--- config.mk ---
export PLATFORM = sky130hd
export DESIGN_NAME = ysyx_23060332_mem_arb
export DESIGN_NICKNAME = d
export VERILOG_FILES = /design/src/rtl/ysyx_23060332_mem_arb.sv
export SDC_FILE = /design/constraint.sdc
export NUM_CORES = 1
export LEC_CHECK = 0
export BUFFER_PORTS_ARGS = -buffer_cell sky130_fd_sc_hd__buf_2
export CAP_MARGIN = 15
export CORE_MARGIN = 3
export CORE_UTILIZATION = 35
export DETAILED_ROUTE_END_ITERATION = 6
export PLACE_DENSITY = 0.73
export SLEW_MARGIN = 20
export SYNTH_ARGS = -nofsm -noshare
export SYNTH_HDL_FRONTEND = slang
export SYNTH_SLANG_ARGS = --single-unit
--- constraint.sdc ---
create_clock -name clk -period 2.4 [get_ports clk]
set_input_delay 0.6 -clock clk [delete_from_list [all_inputs] [get_ports clk]]
set_output_delay 0.6 -clock clk [all_outputs]
set_load 0.01 [all_outputs]
--- src/rtl/ysyx_23060332_mem_arb.sv ---
// ysyx_23060332_mem_arb
// Arbitrates one shared memory port between the fetch unit (IFU) and the
// load/store unit (LSU). One access is in flight at a time; ties in IDLE go
// to the requester that was not served last. The request payload is
// registered on grant and held until the memory acknowledges.
//
// Optional build macro: YSYX_23060332_ARB_TIMEOUT_EN
//   When defined, an owner that sees no mem_ack for 255 counted cycles gets
//   a synthetic response (rdata 32'hDEADBEEF) together with an arb_err pulse.
//   When undefined, the arbiter waits for mem_ack indefinitely and arb_err
//   is tied low.

module ysyx_23060332_mem_arb (
   input  logic        clk,
   input  logic        rst_n,
   // fetch port
   input  logic        ifu_valid,
   input  logic [31:0] ifu_addr,
   output logic        ifu_ready,
   output logic        ifu_rvalid,
   output logic [31:0] ifu_rdata,
   // load/store port
   input  logic        lsu_valid,
   input  logic        lsu_wen,
   input  logic [31:0] lsu_addr,
   input  logic [31:0] lsu_wdata,
   input  logic [7:0]  lsu_wmask,
   output logic        lsu_ready,
   output logic        lsu_rvalid,
   output logic [31:0] lsu_rdata,
   // shared memory port
   output logic        mem_req,
   output logic        mem_wen,
   output logic [31:0] mem_addr,
   output logic [31:0] mem_wdata,
   output logic [7:0]  mem_wmask,
   input  logic        mem_ack,
   input  logic [31:0] mem_rdata,
   // error
   output logic        arb_err
);

   typedef enum logic [1:0] {
      IDLE   = 2'd0,
      OWN_IF = 2'd1,
      OWN_LS = 2'd2
   } state_t;

   typedef enum logic {
      GNT_IF = 1'b0,
      GNT_LS = 1'b1
   } gnt_t;

   localparam logic [31:0] TIMEOUT_DATA = 32'hDEADBEEF;

   state_t state;
   state_t state_nxt;
   gnt_t   last_gnt;
   logic   gnt_if;
   logic   gnt_ls;
   logic   timeout;

   // Grant selection: a lone requester wins outright; on a tie the one not
   // served last wins. Only evaluated in IDLE, and forced low during reset.
   always_comb begin
      gnt_if = 1'b0;
      gnt_ls = 1'b0;
      if (rst_n && state == IDLE) begin
         if (ifu_valid && (!lsu_valid || last_gnt == GNT_LS)) begin
            gnt_if = 1'b1;
         end else if (lsu_valid) begin
            gnt_ls = 1'b1;
         end
      end
   end

   // Ready handshakes are the grant decision itself.
   always_comb begin
      ifu_ready = gnt_if;
      lsu_ready = gnt_ls;
   end

   // Memory request is asserted for the whole ownership period.
   always_comb begin
      mem_req = (state != IDLE);
   end

`ifdef YSYX_23060332_ARB_TIMEOUT_EN
   logic [7:0] to_cnt;

   // Watchdog: cleared on grant, counts owned cycles without an ack and
   // saturates so a stuck access fires exactly once.
   always_ff @(posedge clk or negedge rst_n) begin
      if (!rst_n) begin
         to_cnt <= '0;
      end else if (gnt_if || gnt_ls) begin
         to_cnt <= '0;
      end else if (state != IDLE && !mem_ack && to_cnt != 8'hFF) begin
         to_cnt <= to_cnt + 8'd1;
      end
   end

   // Timeout fires only when no ack arrives in the same cycle; an ack wins.
   always_comb begin
      timeout = (state != IDLE) && !mem_ack && (to_cnt == 8'hFF);
   end
`else
   // Without the watchdog the arbiter never gives up on an access.
   always_comb begin
      timeout = 1'b0;
   end
`endif

   // Next-state logic and response strobes to the owning requester.
   always_comb begin
      state_nxt  = state;
      ifu_rvalid = 1'b0;
      lsu_rvalid = 1'b0;
      ifu_rdata  = '0;
      lsu_rdata  = '0;
      arb_err    = timeout;
      case (state)
         IDLE: begin
            if (gnt_if) begin
               state_nxt = OWN_IF;
            end else if (gnt_ls) begin
               state_nxt = OWN_LS;
            end
         end
         OWN_IF: begin
            if (mem_ack || timeout) begin
               ifu_rvalid = 1'b1;
               ifu_rdata  = mem_ack ? mem_rdata : TIMEOUT_DATA;
               state_nxt  = IDLE;
            end
         end
         OWN_LS: begin
            if (mem_ack || timeout) begin
               lsu_rvalid = 1'b1;
               if (!mem_ack) begin
                  lsu_rdata = TIMEOUT_DATA;
               end else if (!mem_wen) begin
                  lsu_rdata = mem_rdata;
               end
               state_nxt  = IDLE;
            end
         end
         default: begin
            state_nxt = IDLE;
         end
      endcase
   end

   // State, fairness pointer and the request payload latched on grant.
   always_ff @(posedge clk or negedge rst_n) begin
      if (!rst_n) begin
         state     <= IDLE;
         last_gnt  <= GNT_LS;
         mem_wen   <= 1'b0;
         mem_addr  <= '0;
         mem_wdata <= '0;
         mem_wmask <= '0;
      end else begin
         state <= state_nxt;
         if (gnt_if) begin
            last_gnt  <= GNT_IF;
            mem_addr  <= ifu_addr;
            mem_wen   <= 1'b0;
            mem_wdata <= '0;
            mem_wmask <= '0;
         end else if (gnt_ls) begin
            last_gnt  <= GNT_LS;
            mem_addr  <= lsu_addr;
            mem_wen   <= lsu_wen;
            mem_wdata <= lsu_wdata;
            mem_wmask <= lsu_wmask;
         end
      end
   end

endmodule

**Word level (Yosys, flattened, before mapping)**

Index checks and enable logic that the tools add are counted.

- Input bits: 142
- Register bits: 76
- Logic and storage cells: 46
- Output and inout port bits: 143

- Reductions and logical operators: 9
- Mux-type cells: 27
- Equality and inequality tests: 4

Operators with widths:

| cell | number |
|---|---|
| 2-to-1 mux 32 bit | 9 |
| 2-to-1 mux 8 bit | 2 |
| 2-to-1 mux 1 bit | 12 |
| 2-to-1 mux 2 bit | 3 |
| case mux 2 bit (2 select lines) | 1 |
| nonzero test 2 bit | 2 |
| != test 3 bit, second input constant | 1 |
| == test 2 x 1 -> 1 bit, second input constant | 1 |
| == test 2 bit, second input constant | 1 |
| logical AND 1 bit | 2 |
| logical NOT 2 bit | 1 |
| != test 2 x 1 -> 1 bit, second input constant | 1 |
| AND reduction 2 bit | 1 |
| OR reduction 2 bit | 1 |
| logical NOT 1 bit | 1 |
| logical OR 1 bit | 1 |

**Longest topological paths before layout**

- Word-level depth: 8
- Depth in mapped cells: 7
- Depth with buffers taken out: 6

**Worst setup path after synthesis**

OpenSTA, ideal clock, no wires.

- Kind: input port to output port
- Start: input port mem_ack
- End: output port lsu_rdata[10]
- Arrival: 1.405 ns
- Stages on the path: 4
- Setup slack: 0.395 ns
- Cells stage by stage: and2_1 nor2b_1 clkbuf_1 and2_1

- Longest elaborated chain between the ends: 2

RTL lines:

| what | RTL line | text |
|---|---|---|
| from (decl) | 37 | `input logic mem_ack,` |
| 2-to-1 mux 32 bit | 138 | `if (mem_ack \|\| timeout) begin` |
| 2-to-1 mux 32 bit | 122 | `case (state)` |
| to (decl) | 30 | `output logic [31:0] lsu_rdata,` |

No other way between the ends.

**Worst setup path in the final report**

- Start: register state[0]
- End: output port lsu_rdata[12]

- Longest elaborated chain between the ends: 2

RTL lines:

| what | RTL line | text |
|---|---|---|
| from (decl) | 56 | `state_t state;` |
| from (signal assigned) | 164 | `state <= state_nxt;` |
| == test 2 bit | 122 |  |
| 2-to-1 mux 32 bit | 122 |  |

No other way between the ends.

==> out/qor.json <==
{
  "vias_per_inst": 4.84,
  "route.met3.wl_um": 855,
  "final.setup_skew_ns": 0.00641,
  "tritoncts.num_buffers": 9,
  "layout-drive-gt1-share_pct": 64.5,
  "netlist_top_cells_count": "sky130_fd_sc_hd__dfrtp_1, sky130_fd_sc_hd__a22o_1, sky130_fd_sc_hd__and2_1",
  "timing.critical_path.from_type": "flop",
  "rows": 37,
  "die_outline_area_um2": 12000,
  "cp_cell_sequence": "inv_2 -> ha_4 -> and2_4 -> nor2b_4 -> buf_6 -> and2_1 -> buf_2",
  "ios": 285,
  "fin_worst_hold_slack_ns": 0.468,
  "first_iter_violations": 144,
  "power.static_leakage_nw": 3.34,
  "synth_edf_count": 0,
  "synthToLayoutAreaGrowth_pct": 51.2,
  "rsz_0062_raised_after_global_routing": "yes",
  "ff_to_ff_end": "mem_addr[0]$_DFFE_PN0P_",
  "worst_ep_required_time_ns": 1.80,
  "via_count_of_the_first_global_routing_pass": 3395,
  "finish.cell_count_without_fillers": 718,
  "worstSetupPathDepth": 7,
  "syn_nets": 438,
  "synth_largest_area_cell": "sky130_fd_sc_hd__dfrtp_1",
  "slew_violations": 0,
  "syn_area_um2": 3770,
  "clkSinkCount": 76,
  "power-per-cell-area_nw_per_um2": 1150,
  "crit_end": "lsu_rdata[12]",
  "dpl.hpwl_mm": 9.33,
  "ys.warnings.count": 0,
  "critical_path.max_stage_delay_ns": 0.40,
  "rrSetupSlack_ns": 0.56,
  "cp.buffers_inverters": 3,
  "numPlacedInstances": 697,
  "synth_async_sr_flop_share_pct": 100,
  "worst_path_max_delay_cell": "sky130_fd_sc_hd__dfrtp_1",
  "largest_net_degree_at_the_start_of_global_routing": 77,
  "setup_viol_count_final": 0,
  "floorplan.initialDensity_pct": 36.2,
  "worst_setup_path_type": "flop to output pin",
  "routed_wirelength_mm": 12.2,
  "clkSlewWorstSetupHoldPaths_ns": 0.09,
  "met2RoutedLength_mm": 7.00,
  "run_status": "completed",
  "die_height_um": 110,
  "cts-root-to-sink-buffers": 2,
  "num-nets-final": 721,
  "maxCapViolations": 0,
  "routedLengthMet1_mm": 4.18,
  "netlist.area_leader.share_pct": 49.8,
  "achievable-frequency_mhz": 429,
  "wire_per_inst_um": 17.0,
  "cts_htree_levels": 3,
  "floorplan.core_area_um2": 10400,
  "worstHoldStart": "ifu_addr[0]",
  "part_of_the_yosys_area_used_for_sequential_elements_pct": 50.5,
  "firstDrtPassIters": 6,
  "grt_pass1_wl_mm": 17.4,
  "dp_slack_ns": 0.310,
  "globalRouteTotalUtil_pct": 18.8,
  "worst_slew_margin_rel_pct": 36.5,
  "synth.area.top_cells": "sky130_fd_sc_hd__dfrtp_1, sky130_fd_sc_hd__a22o_1, sky130_fd_sc_hd__mux2_4",
  "critPathCaptureType": "output pin",
  "hold_viol": 0,
  "hold_path_class": "primary input to flop",
  "r2r.worst_path.cells": 6,
  "drc": 0,
  "synth_cell_types": 24,
  "initial_antenna_violation_count": 1,
  "worst_skew_pair.late_latency_ns": 0.35,
  "nFillCells": 924,
  "clk_root_buffer_cell": "sky130_fd_sc_hd__clkbuf_8",
  "die_x_um": 110,
  "final.period_utilization_pct": 97.2,
  "maxUsedRoutingLayer": "met4",
  "dr_total_vias": 3473,
  "measured_slew_at_the_worst_slew_check_pin_ns": 0.952,
  "timing.final.ws_setup_ns": 0.0678,
  "ant_nets": 0,
  "grt_overflow_total": 0,
  "postSynthRegisterBits": 76,
  "critical-path-top-delay-family": "simple AND/OR/NAND/NOR gates",
  "min_period_ns": 2.33,
  "vdd_ir_drop_max_uv": 558,
  "yosysMostFrequentCell": "sky130_fd_sc_hd__dfrtp_1",
  "hold_buffers": 0,
  "final_estimated_routing_congestion_in_global_placement": 0.734,
  "synth_flop_cell": "sky130_fd_sc_hd__dfrtp_1",
  "cts_tree": "yes",
  "r2r_start": "state[1]$_DFFE_PN0P_",
  "synth_cells": 293,
  "timing.critical_path.from": "state[0]$_DFFE_PN0P_",
  "worst_ep_arrival_time_ns": 1.73,
  "synth_area_per_cell_um2": 12.9,
  "io_buffer_count": 283,
  "timing.critical_path.fanout_max": 8
}
sequential cells by signal, indices dropped and copies added (netlist names):
signal / cells
mem_addr: 32
mem_wmask: 8
state: 2
mem_wen: 1
last_gnt: 1
mem_wdata: 32
kinds of logic after synthesis:
logic type | Yosys count | synth area share [%]
adder cells (fa/ha/maj) | 3 | 0.996
other | 1 | 0.0995
AO/OA/AOI/OAI | 48 | 10.8
buffers and inverters | 31 | 4.71
AND/OR/NAND/NOR | 70 | 11.9
flip-flops | 76 | 50.5
multiplexers | 64 | 21.0
placed cells by master (no fill, tap or decap), types with 3 or more instances in the layout:
master,instances
sky130_fd_sc_hd__inv_1,3
sky130_fd_sc_hd__buf_2,273
sky130_fd_sc_hd__a22o_1,41
sky130_fd_sc_hd__clkbuf_8,9
sky130_fd_sc_hd__buf_6,10
sky130_fd_sc_hd__and2_4,11
sky130_fd_sc_hd__mux2_2,24
sky130_fd_sc_hd__and3_1,32
sky130_fd_sc_hd__dfrtp_1,75
sky130_fd_sc_hd__and2_1,23
sky130_fd_sc_hd__mux2_1,21
sky130_fd_sc_hd__bufinv_16,3
sky130_fd_sc_hd__mux2_4,19
sky130_fd_sc_hd__inv_2,3
sky130_fd_sc_hd__buf_4,12
cell type report:
cell class                      instances  area [um^2]  area share [%]
Sequential cell                        76         1900            33.4
Multi-Input combinational cell        186         1740            30.5
Timing Repair Buffer                  297         1610            28.2
Tap cell                              136          170            2.99
Clock inverter                          7          130            2.28
Clock buffer                            9          124            2.17
Inverter                                6         22.5           0.395
Antenna cell                            1         2.50          0.0439
power by group:
| group | switching [mW] | internal [mW] | leakage [nW] |
|---|---|---|---|
| registers | 0.356 | 1.91 | 0.949 |
| logic | 1.44 | 1.64 | 2.27 |
| clock network | 0.524 | 0.713 | 0.128 |
what timing repair did:
action	4_1_cts	5_1_grt
endpoints found under the setup margin	32	33
pin swaps	0	1
buffers inserted	0	1
gates cloned	3	0
resized for setup	8	27
through the flow:
stage	TNS [ns]	util, %	total power, mW	instance area, um^2
final	0	54.7	6.58	5700
after global routing	-0.0590	54.7	7.02	5700
after global placement	0	50.9	5.18	5300
after CTS	0	53.7	6.60	5590
after floorplan	0	-	4.05	3770
after detailed placement	0	50.9	5.28	5300
layer usage:
layer	track usage [%]	up-vias
met5	0	-
met4	6.59	0
met3	3.76	14
met2	37.3	151
met1	19.3	1687
li1	-	1621
worst min path at each step:
stage                                     end  slack [ns]  depth (start not counted)
floorplan             mem_addr[0]$_DFFE_PN0P_        0.30                          0
global placement         last_gnt$_DFFE_PN1P_        0.47                          2
detailed placement  mem_wdata[12]$_DFFE_PN0P_        0.48                          1
CTS                  mem_wdata[9]$_DFFE_PN0P_        0.44                          2
global route         mem_wdata[9]$_DFFE_PN0P_        0.45                          2
finish                mem_addr[0]$_DFFE_PN0P_        0.47                          2
Note: power is estimated with default switching activity, not from simulation.
